## src/rtl/seq_divider_pkg.sv

```systemverilog
// Shared types for the sequential restoring divider.
package div_pkg;

    typedef enum logic [1:0] {
        IDLE  = 2'd0,
        BUSY  = 2'd1,
        FIXUP = 2'd2,
        DONE  = 2'd3
    } DIV_STATE;

endpackage

```

## src/rtl/seq_divider_restore_step.sv

```systemverilog
// One restoring-division step: shift in the next dividend bit and trial-subtract
// the divisor magnitude on a carry-lookahead adder.
module claa #(
    parameter int width        = 9,
    parameter int cascade_size = 4
) (
    input  logic [width-1:0] a,
    input  logic [width-1:0] b,
    input  logic             c_in,
    output logic [width-1:0] sum,
    output logic             c_out
);

    localparam int blocks = (width + cascade_size - 1) / cascade_size;

    logic [width-1:0] g;
    logic [width-1:0] p;
    logic [width:0]   c;
    logic             grp_g;
    logic             grp_p;
    logic             blk_cin;

    assign g = a & b;
    assign p = a ^ b;

    // Ripple inside each block, group generate/propagate skips between blocks.
    always_comb begin
        c       = '0;
        c[0]    = c_in;
        grp_g   = 1'b0;
        grp_p   = 1'b1;
        blk_cin = 1'b0;
        for (int unsigned blk = 0; blk < blocks; blk++) begin
            int unsigned lo;
            int unsigned hi;
            lo      = blk * cascade_size;
            hi      = (lo + cascade_size > width) ? width : lo + cascade_size;
            blk_cin = c[lo];
            grp_g   = 1'b0;
            grp_p   = 1'b1;
            for (int unsigned k = lo; k < hi; k++) begin
                c[k+1] = g[k] | (p[k] & c[k]);
                grp_g  = g[k] | (p[k] & grp_g);
                grp_p  = grp_p & p[k];
            end
            c[hi] = grp_g | (grp_p & blk_cin);
        end
    end

    assign sum   = p ^ c[width-1:0];
    assign c_out = c[width];

endmodule

module div_restore_step #(
    parameter int word_width   = 8,
    parameter int cascade_size = 4
) (
    input  logic [word_width-1:0] partial_rem,
    input  logic                  next_bit,
    input  logic [word_width-1:0] divisor_mag,
    output logic [word_width-1:0] new_rem,
    output logic                  q_bit
);

    logic [word_width:0] shifted;
    logic [word_width:0] diff;
    logic                diff_msb_unused;

    assign shifted = {partial_rem, next_bit};

    claa #(
        .width        (word_width + 1),
        .cascade_size (cascade_size)
    ) u_claa (
        .a     (shifted),
        .b     (~{1'b0, divisor_mag}),
        .c_in  (1'b1),
        .sum   (diff),
        .c_out (q_bit)
    );

    // Either result fits in word_width bits, so the top sum bit is always zero when kept.
    assign diff_msb_unused = diff[word_width];
    assign new_rem         = q_bit ? diff[word_width-1:0] : shifted[word_width-1:0];

endmodule

```

## src/rtl/seq_divider.sv

```systemverilog
// Iterative restoring divider: one quotient bit per clock, signed via magnitude
// division plus a final sign fixup, valid/ready on both sides.
module seq_divider
    import div_pkg::*;
#(
    parameter int word_width   = 8,
    parameter int cascade_size = 4
) (
    input  logic                  clk,
    input  logic                  reset,
    input  logic                  in_valid,
    output logic                  in_ready,
    input  logic                  is_signed,
    input  logic [word_width-1:0] dividend,
    input  logic [word_width-1:0] divisor,
    output logic                  out_valid,
    input  logic                  out_ready,
    output logic [word_width-1:0] quotient,
    output logic [word_width-1:0] remainder,
    output logic                  div_by_zero
);

    localparam int cw = $clog2(word_width) + 1;

    DIV_STATE              state;
    DIV_STATE              next_state;
    logic [word_width-1:0] dvd_reg;
    logic [word_width-1:0] rem_reg;
    logic [word_width-1:0] dsr_mag;
    logic [cw-1:0]         count;
    logic                  sgn;
    logic                  dvd_neg;
    logic                  dsr_neg;
    logic                  zero_div;
    logic [word_width-1:0] new_rem;
    logic                  q_bit;

    div_restore_step #(
        .word_width   (word_width),
        .cascade_size (cascade_size)
    ) u_step (
        .partial_rem (rem_reg),
        .next_bit    (dvd_reg[word_width-1]),
        .divisor_mag (dsr_mag),
        .new_rem     (new_rem),
        .q_bit       (q_bit)
    );

    assign in_ready  = (state == IDLE);
    assign out_valid = (state == DONE);

    always_comb begin
        next_state = state;
        case (state)
            IDLE:    if (in_valid) next_state = (divisor == '0) ? FIXUP : BUSY;
            BUSY:    if (count == cw'(word_width - 1)) next_state = FIXUP;
            FIXUP:   next_state = DONE;
            DONE:    if (out_ready) next_state = IDLE;
            default: next_state = IDLE;
        endcase
    end

    always_ff @(posedge clk) begin
        if (reset) begin
            state       <= IDLE;
            quotient    <= '0;
            remainder   <= '0;
            div_by_zero <= 1'b0;
            dvd_reg     <= '0;
            rem_reg     <= '0;
            dsr_mag     <= '0;
            count       <= '0;
            sgn         <= 1'b0;
            dvd_neg     <= 1'b0;
            dsr_neg     <= 1'b0;
            zero_div    <= 1'b0;
        end else begin
            state <= next_state;
            case (state)
                IDLE: if (in_valid) begin
                    sgn      <= is_signed;
                    dvd_neg  <= is_signed & dividend[word_width-1];
                    dsr_neg  <= is_signed & divisor[word_width-1];
                    dvd_reg  <= (is_signed & dividend[word_width-1]) ? -dividend : dividend;
                    dsr_mag  <= (is_signed & divisor[word_width-1]) ? -divisor : divisor;
                    zero_div <= (divisor == '0);
                    rem_reg  <= '0;
                    count    <= '0;
                end
                BUSY: begin
                    rem_reg <= new_rem;
                    dvd_reg <= {dvd_reg[word_width-2:0], q_bit};
                    count   <= count + 1'b1;
                end
                FIXUP: begin
                    // Divide-by-zero re-negates the latched magnitude to recover the raw dividend.
                    if (zero_div) begin
                        quotient    <= '1;
                        remainder   <= dvd_neg ? -dvd_reg : dvd_reg;
                        div_by_zero <= 1'b1;
                    end else begin
                        quotient    <= (sgn & (dvd_neg ^ dsr_neg)) ? -dvd_reg : dvd_reg;
                        remainder   <= dvd_neg ? -rem_reg : rem_reg;
                        div_by_zero <= 1'b0;
                    end
                end
                default: ;
            endcase
        end
    end

endmodule
```

## config.mk

```make
export PLATFORM = sky130hd
export DESIGN_NAME = seq_divider
export DESIGN_NICKNAME = d
export VERILOG_FILES = /design/src/rtl/seq_divider_pkg.sv /design/src/rtl/seq_divider_restore_step.sv /design/src/rtl/seq_divider.sv
export SDC_FILE = /design/constraint.sdc
export NUM_CORES = 1
export LEC_CHECK = 0
export BUFFER_PORTS_ARGS = -buffer_cell sky130_fd_sc_hd__buf_4
export CAP_MARGIN = 10
export CORE_MARGIN = 1.5
export CORE_UTILIZATION = 50
export CTS_BUF_LIST = sky130_fd_sc_hd__clkbuf_8
export DETAILED_ROUTE_END_ITERATION = 7
export PLACE_DENSITY_LB_ADDON = 0.08
export SETUP_SLACK_MARGIN = 0.4
export SYNTH_ARGS = -nofsm -noshare
export SYNTH_HDL_FRONTEND = slang
export SYNTH_SLANG_ARGS = --single-unit
```

## constraint.sdc

```tcl
create_clock -name clk -period 2.57 [get_ports clk]
set_input_delay 0.514 -clock clk [delete_from_list [all_inputs] [get_ports clk]]
set_output_delay 0.514 -clock clk [all_outputs]
set_load 0.05 [all_outputs]
```

==> out/results.ini, run 1 <==
[global_route]
grt_pass1_wl_um = 14000
antenna_found_initial = 0
grt_max_degree = 41
grt_use_total_pct = 24.2
use_met1_pct = 33.7
top_usage_layer = met2
grt_use_met3_pct = 3.58
grt_pass1_vias = 2872
grtUsageMet2_pct = 40.2
grt-ovfl-total = 0

[sta]
fin_worst_skew_ns = 0.00687
period_minus_slack_ns = 2.47
setup_viol = 0
setup_tns_ns = 0
worst_pin_slew_ns = 0.707
period_share_pct = 96.0
whs_ns = 0.460
slew_violations = 0
final-hold-violation-count = 0
slew-limit-headroom_pct = 52.6
rsz0062_at_grt = true
clock.fmax_mhz = 405

[setup_path]
crit_path_end_kind = flip-flop
required_ns = 2.77
critPathArrivalTime_ns = 2.67
timing.rr.start = dsr_mag[2]
critPathLaunchType = flip-flop
crit_start = dsr_mag[2]
path_max_fanout = 2
r2r_slack_ns = 0.10
critPathKind = flip-flop to flip-flop

[pwr]
p_per_area_mw_per_mm2 = 1100
comb_power_share_pct = 57.8
clock_power_share_pct = 13.6
seqPwrFrac_pct = 28.6
switchingPower_mw = 1.98
power_leakage_nw = 1.52
vdd_drop_max_uv = 652
switching_share_pct = 46.1
p_total_mw = 4.29
intPower_mw = 2.31

[placement]
dpl-instance-area_sq_mm = 0.00372
dp_hpwl_um = 6070
port_buffers = 39
gp_congestion = 0.833

[synth]
synth_xor_area_share_pct = 6.19
yosys_most_used_dff = dfxtp_1
netlist_area_sq_mm = 0.00324
postSynthCellCount = 383
synth_area_per_cell_sq_um = 8.45
async_reset_ff_share_pct = 0
synth_adder_area_share_pct = 10.1
synth_top_family_by_area = compound AO/OA/AOI/OAI gates
yosysSeqAreaShare_pct = 31.6
yosysUniqueCellTypes = 60
synth_mux_area_share_pct = 2.32
synth.area.top_cells = dfxtp_1 32%, ha_1 7.0%, nor2_1 4.5%
ys_seq_elements = 51
synth-compound-area-share_pct = 25.1
synth_top_area_share_pct = 31.6
synthSimpleGateAreaFrac_pct = 18.4
synth-edff-count = 0
synth_area_leader_cell = dfxtp_1
synth_nets = 427
ys_warn_count = 0

[final_layout]
area_growth_pct = 20.3
drive_above_1_share_pct = 24.4
fill_cells = 599
nets = 470
n_antenna_cell = 0
fin_area_sq_mm = 0.00389
finish.utilization_pct = 61.7

[clock_network]
cts_made_buffers = 5
cts.clk_slew.worst_paths_ns = 0.09
clkLatencyLatePin_ns = 0.30
h-tree-depth = 2
postCtsHoldBufs = 0
cts_tree = built
clock-sinks = 51
root_buffer = clkbuf_8
clock_path_buffers = 2

[detailed_routing]
ant_nets = 0
vias = 3042
drt_iter0_drc = 153
drt-pass1-iter-count = 5
drc = 0
viasPerCell = 6.04
avgRoutedWirePerCell_um = 16.3
routed_wl_um = 8240

[worst_hold_path]
min-delay-start = dsr_mag[7]
min_path_type = flip-flop to flip-flop

[die]
start_util_pct = 51.2
die_area_sq_mm = 0.00696
die_height_um = 83.4
rows = 29
ios = 40
dieWidth_um = 83.4
placeableCoreArea_sq_mm = 0.00631

[outcome]
status = complete, no violations

[flow_run]
maxCapViolCount = 0

==> layer usage <==
layer  share of wire, %  wire length, um
met2                 48             3940
met5                  0                0
met1                 47             3850
met4                1.2               98
met3                4.2              349
==> kinds of logic (layout without fill, tap and decap cells) <==
logic type / count (synthesis) / count (layout)
and+or+nand+nor: 119 / 119
AOI/OAI and AO/OA: 111 / 111
DFF: 51 / 51
buffers and inverters: 51 / 95
adders and majority gates: 23 / 23
xor gates and xnor gates: 22 / 22
muxes: 6 / 6
==> cells in the mapped netlist, types with 4 or more instances <==
| library cell | count |
|---|---|
| buf_2 | 5 |
| a22oi_1 | 5 |
| buf_1 | 5 |
| nand3_1 | 19 |
| a31oi_1 | 9 |
| xnor2_1 | 13 |
| o21ai_0 | 15 |
| nand2_1 | 18 |
| nor2_1 | 39 |
| nand4_1 | 9 |
| inv_1 | 29 |
| a211oi_1 | 13 |
| a311oi_1 | 7 |
| ha_1 | 18 |
| a21oi_1 | 19 |
| fa_1 | 5 |
| xor2_1 | 8 |
| a32oi_1 | 4 |
| clkbuf_1 | 10 |
| a32o_1 | 6 |
| dfxtp_1 | 51 |
| nor2b_1 | 4 |
| nor3_1 | 11 |
==> worst max-delay path: stages, from the launching register on <==
cell and delay (ns):
dfxtp_2 0.34, inv_2 0.04, ha_4 0.16, nor3_4 0.21, a22oi_2 0.12, fa_2 0.35
fa_2 0.34, fa_2 0.36, xnor2_2 0.13, o21ai_1 0.08, a32o_1 0.24
==> final timing paths <==
check / end / cells past startpoint
setup / recovery: rem_reg[7] / 10
hold / removal: dsr_mag[7] / 2
setup reg to reg: rem_reg[7] / 10
hold reg to reg: dsr_mag[7] / 2
==> metrics by stage <==
step | setup slack [ns] | std cells
finish | 0.103 | 504
global route | -0.0374 | 504
CTS | 0.0683 | 503
detailed placement | -0.0187 | 493
global placement | 0.0488 | 493
floorplan | 0.0406 | 383
==> repair_timing <==
| item | in CTS | in global routing |
|---|---|---|
| setup buffers | 2 | 1 |
| setup endpoints to repair | 5 | 3 |
| endpoints found under the hold margin | 0 | 0 |
| pin swaps | 8 | 4 |
| gates resized for setup | 6 | 5 |
==> area by class of cell <==
class | count | area (sq um) | area share [%]
Timing Repair Buffer | 57 | 428 | 11.0
Clock buffer | 6 | 82.6 | 2.12
Sequential cell | 51 | 1030 | 26.5
Inverter | 30 | 113 | 2.89
Tap cell | 77 | 96.3 | 2.48
Multi-Input combinational cell | 281 | 2110 | 54.2
Clock inverter | 2 | 35.0 | 0.900
==> layout by cell type (no fill, tap or decap), types with 3 or more instances in the layout <==
master / count
a311oi_1: 7
a31oi_1: 9
o211ai_1: 3
nand3_1: 19
a21oi_1: 19
buf_4: 57
mux2i_1: 3
clkbuf_8: 6
a211oi_1: 13
o31ai_1: 3
nor2_1: 39
o21ai_0: 12
xor2_1: 8
ha_4: 3
a22oi_1: 4
or3_1: 3
nor2b_1: 4
dfxtp_2: 7
ha_1: 13
inv_2: 4
nand3b_1: 3
fa_2: 3
o221ai_1: 3
a32o_1: 6
nand2_1: 18
a32oi_1: 4
dfxtp_1: 44
nor3_1: 10
xnor2_1: 12
nand4_1: 9
inv_1: 25
==> power by group through the flow <==
stage / combinational [mW] / clock [mW] / sequential, mW
2_1_floorplan: 1.57 / 0 / 1.39
3_3_place_gp: 2.36 / 0 / 1.22
3_5_place_dp: 2.40 / 0 / 1.23
4_1_cts: 2.42 / 0.596 / 1.22
5_1_grt: 2.74 / 0.628 / 1.26
6_report: 2.48 / 0.586 / 1.23
(Power assumes the default switching activity.)
==> inputs of run 2 (changes only) <==
- BUFFER_PORTS_ARGS: -buffer_cell sky130_fd_sc_hd__buf_4 -> default
- CAP_MARGIN: 10 -> 5
- DONT_BUFFER_PORTS: default -> 1
==> run 2 against run 1 <==
Against the previous run: sequential power up 20%; highest routed layer unchanged; critical path type unchanged; die area unchanged; worst hold slack worse by 0.20 ns; maximum frequency down 0.48%; cell area down 8.0%.
==> out/results.ini, run 2 (same netlist as run 1, synthesis figures left out) <==
[worst_hold_path]
min_path_type = input pin to flip-flop
hold_path_depth = 1  ; -1

[global_route]
grt_pass1_vias = 2754  ; -4.1%
grt_use_total_pct = 24.3  ; +0.053 points
grt-ovfl-total = 0  ; unchanged
grt_pass1_wl_um = 13700  ; -2.2%
antenna_found_initial = 0  ; unchanged
grt_max_degree = 41  ; unchanged

[final_layout]
final_cell_mix = 43 x dfxtp_1, 39 x nor2_1, 27 x inv_1
n_antenna_cell = 0  ; unchanged
area_growth_pct = 10.6
drive_above_1_share_pct = 16.2  ; -8.2 points
final_common_cell = dfxtp_1
final_cells = 467  ; -7.3%
finish.utilization_pct = 56.7  ; -5.0 points
nets = 433  ; -7.9%

[setup_path]
cpLargestDelayFamily = adder cells
path_max_fanout = 2  ; unchanged
critPathMaxStageDelay_ns = 0.35  ; about the same
critPathLaunchType = flip-flop
cp.depth = 10  ; unchanged
r2r_cells = 10  ; unchanged
required_ns = 2.78  ; about the same
crit_path_end_kind = flip-flop
critPathArrivalTime_ns = 2.69  ; +0.02 ns
critPathKind = flip-flop to flip-flop
crit_chain = inv_2 -> ha_4 -> nor3_4 -> a22oi_2 -> fa_2 -> fa_2 -> fa_2 -> xnor2_1 -> o21ai_1 -> a32o_1
critical_path_buf_inv_count = 1  ; unchanged
crit_slowest_cell = fa_2
crit_path_frequent_cell = fa_2

[detailed_routing]
vias = 2853  ; -6.2%
top_layer = met4
avgRoutedWirePerCell_um = 17.5  ; +7.1%
viasPerCell = 6.11  ; +1.2%
ant_nets = 0  ; unchanged
routed_wl_um = 8180  ; -0.79%
dr_wl_met3_um = 463  ; +33%
dr_wl_met2_um = 3750  ; -4.7%
drc = 0  ; unchanged
drt_iter0_drc = 198  ; +29%
drt-pass1-iter-count = 5  ; unchanged
route.layer.met1.wl_um = 3880  ; +0.75%

[pwr]
p_per_area_mw_per_mm2 = 1120  ; +1.7%
power_leakage_nw = 1.31  ; -13%
vdd_drop_max_uv = 610  ; -6.3%
p_total_mw = 4.01  ; -6.5%

[sta]
fin_worst_skew_ns = 0.0112  ; +0.00437 ns
final-hold-violation-count = 0  ; unchanged
slew-limit-headroom_pct = 55.8  ; +3.2 points
slew_violations = 0  ; unchanged
clock.fmax_mhz = 403  ; -0.48%
setup_viol = 0  ; unchanged
worst_pin_slew_ns = 0.661  ; -0.0452 ns
period_share_pct = 96.5  ; +0.47 points
period_minus_slack_ns = 2.48  ; +0.0120 ns
setup_tns_ns = 0  ; unchanged
rsz0062_at_grt = true

[placement]
dp_cells = 458  ; -7.1%
port_buffers = 0  ; -100%
gp_congestion = 0.838  ; +0.56%
dp_hpwl_um = 6020  ; -0.82%

[die]
placeableCoreArea_sq_mm = 0.00631  ; unchanged
die_area_sq_mm = 0.00696  ; unchanged
start_util_pct = 51.2  ; unchanged
rows = 29  ; unchanged
dieWidth_um = 83.4  ; unchanged
die_height_um = 83.4  ; unchanged
ios = 40  ; unchanged

[clock_network]
h-tree-depth = 2  ; unchanged
clkLatencyLatePin_ns = 0.32  ; +0.02 ns
cts.clk_slew.worst_paths_ns = 0.09  ; about the same
clock-sinks = 51  ; unchanged
cts_made_buffers = 5  ; unchanged
cts_tree = built
postCtsHoldBufs = 0  ; unchanged
clock_path_buffers = 2  ; unchanged
root_buffer = clkbuf_8

[flow_run]
maxCapViolCount = 0  ; unchanged

[outcome]
status = complete, no violations

run 2: worst reg2reg max path, stage by stage, from the launching register on:
cell and delay, ns:
dfxtp_2 0.34, inv_2 0.05, ha_4 0.16, nor3_4 0.20
a22oi_2 0.12, fa_2 0.35, fa_2 0.34, fa_2 0.34
xnor2_1 0.15, o21ai_1 0.08, a32o_1 0.26
run 2: report_power, final:
part	switching, mW	leakage, nW	internal [mW]
combinational	1.17	0.841	0.878
clock	0.279	0.0526	0.218
sequential	0.480	0.419	0.992
run 2: layout make-up:
class | count | area, sq um
clock buffers | 6 | 82.6
multi-input cells | 281 | 2090
well taps | 77 | 96.3
inverters | 30 | 113
clock inverters | 2 | 12.5
flip-flops and latches | 51 | 1030
fillers | 603 | 2730
repair buffers | 20 | 150
run 2: metrics by stage:
stage          hold slack, ns  cell area [sq um]  setup WS [ns]
6_report                0.259               3580         0.0906
5_1_grt                 0.242               3580        -0.0182
4_1_cts                 0.253               3580         0.0875
3_5_place_dp            0.445               3450        0.00185
3_3_place_gp            0.434               3450         0.0381
2_1_floorplan           0.432               3310         0.0406
run 2: worst paths after layout:
path	start	endpoint	slack, ns
hold reg to reg	dsr_mag[7]	dsr_mag[7]	0.45
hold / removal	reset	dsr_mag[0]	0.26
setup reg to reg	dsr_mag[1]	rem_reg[7]	0.09
setup / recovery	dsr_mag[1]	rem_reg[7]	0.09
run 2: repair_timing:
action	4_1_cts	5_1_grt
gates resized for setup	6	2
endpoints found under the setup margin	3	4
setup buffers	1	0
pin swaps	7	1
run 2: metal layers:
layer,GRT usage [%],vias up
met5,0,-
met4,5.37,0
met3,4.97,9
met2,39.2,79
met1,33.7,1336
li1,-,1429
==> inputs of run 3 (changes only) <==
- CORE_UTILIZATION: 50 -> 40
- CTS_CLUSTER_DIAMETER: default -> 60
- PLACE_DENSITY_LB_ADDON: 0.08 -> default
==> run 3 against run 2 <==
Against the previous run: wire length is 0.88% lower; non-clock buffer count fell by 3; first-iteration DRC count grew 26%; cell area rose by 0.52%; critical endpoint unchanged.
==> out/results.ini, run 3 (same netlist as run 1, synthesis figures left out) <==
[detailed_routing]
drc = 0  ; unchanged
drt_iter0_drc = 250  ; +26%
vias = 2857  ; +0.14%
drt-pass1-iter-count = 5  ; unchanged
avgRoutedWirePerCell_um = 16.6  ; -5.3%
ant_nets = 0  ; unchanged
routed_wl_um = 8100  ; -0.88%
viasPerCell = 5.84  ; -4.4%

[setup_path]
crit_chain = inv_2 -> ha_4 -> nor3_4 -> a22oi_2 -> fa_2 -> fa_2 -> fa_2 -> xnor2_1 -> o21ai_1 -> a32o_1
critPathArrivalTime_ns = 2.65  ; -0.04 ns
timing.rr.start = dsr_mag[2]
crit_slowest_cell = fa_2
critical_path_buf_inv_count = 1  ; unchanged
crit_path_frequent_cell = fa_2
cp.depth = 10  ; unchanged
r2r_slack_ns = 0.13  ; +0.04 ns
crit_path_end_kind = flip-flop
r2r_end = rem_reg[7]
endpoint = rem_reg[7]
r2r_cells = 10  ; unchanged
critPathLaunchType = flip-flop
critPathKind = flip-flop to flip-flop
required_ns = 2.78  ; about the same
cpLargestDelayFamily = adder cells
crit_start = dsr_mag[2]
path_max_fanout = 2  ; unchanged
critPathMaxStageDelay_ns = 0.35  ; about the same

[sta]
setup_viol = 0  ; unchanged
slew-limit-headroom_pct = 56.9  ; +1.2 points
period_minus_slack_ns = 2.44  ; -0.0401 ns
fin_worst_skew_ns = 0.0101  ; -0.00117 ns
rsz0062_at_grt = true
final-hold-violation-count = 0  ; unchanged
worst_slack_ns = 0.131  ; +0.0401 ns
worst_pin_slew_ns = 0.642  ; -0.0197 ns
slew_violations = 0  ; unchanged
period_share_pct = 94.9  ; -1.6 points
clock.fmax_mhz = 410  ; +1.6%

[final_layout]
drive_above_1_share_pct = 16.0  ; -0.13 points
n_antenna_cell = 0  ; unchanged
final_cell_mix = 44 x dfxtp_1, 38 x nor2_1, 26 x inv_1
final_common_cell = dfxtp_1
fill_cells = 777  ; +29%
area_growth_pct = 11.2
nets = 430  ; -0.69%
final_cells = 489  ; +4.7%

[die]
start_util_pct = 41.7  ; -9.6 points
dieWidth_um = 92.9  ; +11%
die_height_um = 92.9  ; +11%
rows = 32  ; +10%
placeableCoreArea_sq_mm = 0.00777  ; +23%
die_area_sq_mm = 0.00864  ; +24%
ios = 40  ; unchanged

[clock_network]
root_buffer = clkbuf_8
clkLatencyLatePin_ns = 0.31  ; about the same
postCtsHoldBufs = 0  ; unchanged
cts_tree = built
cts.clk_slew.worst_paths_ns = 0.10  ; about the same
cts_made_buffers = 5  ; unchanged
h-tree-depth = 2  ; unchanged
clock_path_buffers = 2  ; unchanged
clock-sinks = 51  ; unchanged

[placement]
port_buffers = 0  ; unchanged
place_ws_ns = 0.000828  ; -0.00102 ns
dp_hpwl_um = 6070  ; +0.92%
dp_cells = 479  ; +4.6%
gp_congestion = 0.809  ; -3.4%

[pwr]
vdd_drop_max_uv = 612  ; +0.24%
clock_power_share_pct = 11.9  ; -0.5 points
switchingPower_mw = 1.93  ; +0.36%
p_per_area_mw_per_mm2 = 1110  ; -1.2%
power_leakage_nw = 1.29  ; -1.9%
p_total_mw = 3.98  ; -0.71%
intPower_mw = 2.05  ; -1.7%
switching_share_pct = 48.5  ; +0.52 points
comb_power_share_pct = 50.8  ; about the same
seqPwrFrac_pct = 37.2  ; +0.5 points

[outcome]
status = complete, no violations

[flow_run]
maxCapViolCount = 0  ; unchanged

[global_route]
grt_use_total_pct = 19.6  ; -4.7 points
grt_pass1_wl_um = 13500  ; -1.8%
antenna_found_initial = 0  ; unchanged
grt-ovfl-total = 0  ; unchanged
grt_pass1_vias = 2751  ; -0.11%
grt_max_degree = 41  ; unchanged

[worst_hold_path]
min_path_type = input pin to flip-flop

## run 3: cell count changes in the layout (fill, tap and decap cells not counted), sizes merged
cell / change
inv: -1
buf: -3
clkinvlp: +2
clkbuf: -1
## run 3: per-stage QoR
step                hold slack [ns]  util [%]  cell area [sq um]  setup TNS [ns]
floorplan                     0.432         -               3310               0
global placement              0.459      44.5               3450               0
detailed placement            0.464      44.5               3450               0
CTS                           0.247      46.0               3570               0
global route                  0.242      46.3               3600        -0.00587
finish                        0.260      46.3               3600               0
## run 3: metal layers
| metal | global-route usage, % | share of wire, % |
|---|---|---|
| met2 | 31.3 | 46 |
| met1 | 26.8 | 47 |
| met5 | 0 | 0 |
| met3 | 3.53 | 5.5 |
| met4 | 5.81 | 1.1 |
## run 3: final cells by class
class,instances,area (sq um),share of cell area [%]
clock buffers,5,68.8,1.91
clock inverters,3,20.0,0.556
inverters,30,113,3.13
multi-input cells,281,2110,58.7
flip-flops and latches,51,1030,28.6
well taps,102,128,3.55
repair buffers,17,128,3.55
## run 3: worst min path at each step
| stage | startpoint | endpoint | slack (ns) | cells past startpoint |
|---|---|---|---|---|
| 2_1_floorplan | dsr_mag[7] | dsr_mag[7] | 0.43 | 2 |
| 3_3_place_gp | dsr_mag[7] | dsr_mag[7] | 0.46 | 2 |
| 3_5_place_dp | dsr_mag[7] | dsr_mag[7] | 0.46 | 2 |
| 4_1_cts | reset | dvd_reg[0] | 0.25 | 1 |
| 5_1_grt | reset | dvd_reg[2] | 0.24 | 1 |
| 6_report | reset | dvd_reg[0] | 0.26 | 1 |
## run 3: power groups by stage
stage	registers, mW	logic (mW)	clock network [mW]
floorplan	1.39	1.57	0
global placement	1.49	1.94	0
detailed placement	1.50	1.95	0
CTS	1.48	1.97	0.493
global route	1.52	2.28	0.524
finish	1.48	2.03	0.475
## run 3: timing repair
| action | CTS | global route |
|---|---|---|
| buffers inserted | 2 | 0 |
| hold endpoints to repair | 0 | 0 |
| resized for setup | 5 | 5 |
| endpoints found under the setup margin | 2 | 14 |
| pin swaps | 9 | 3 |
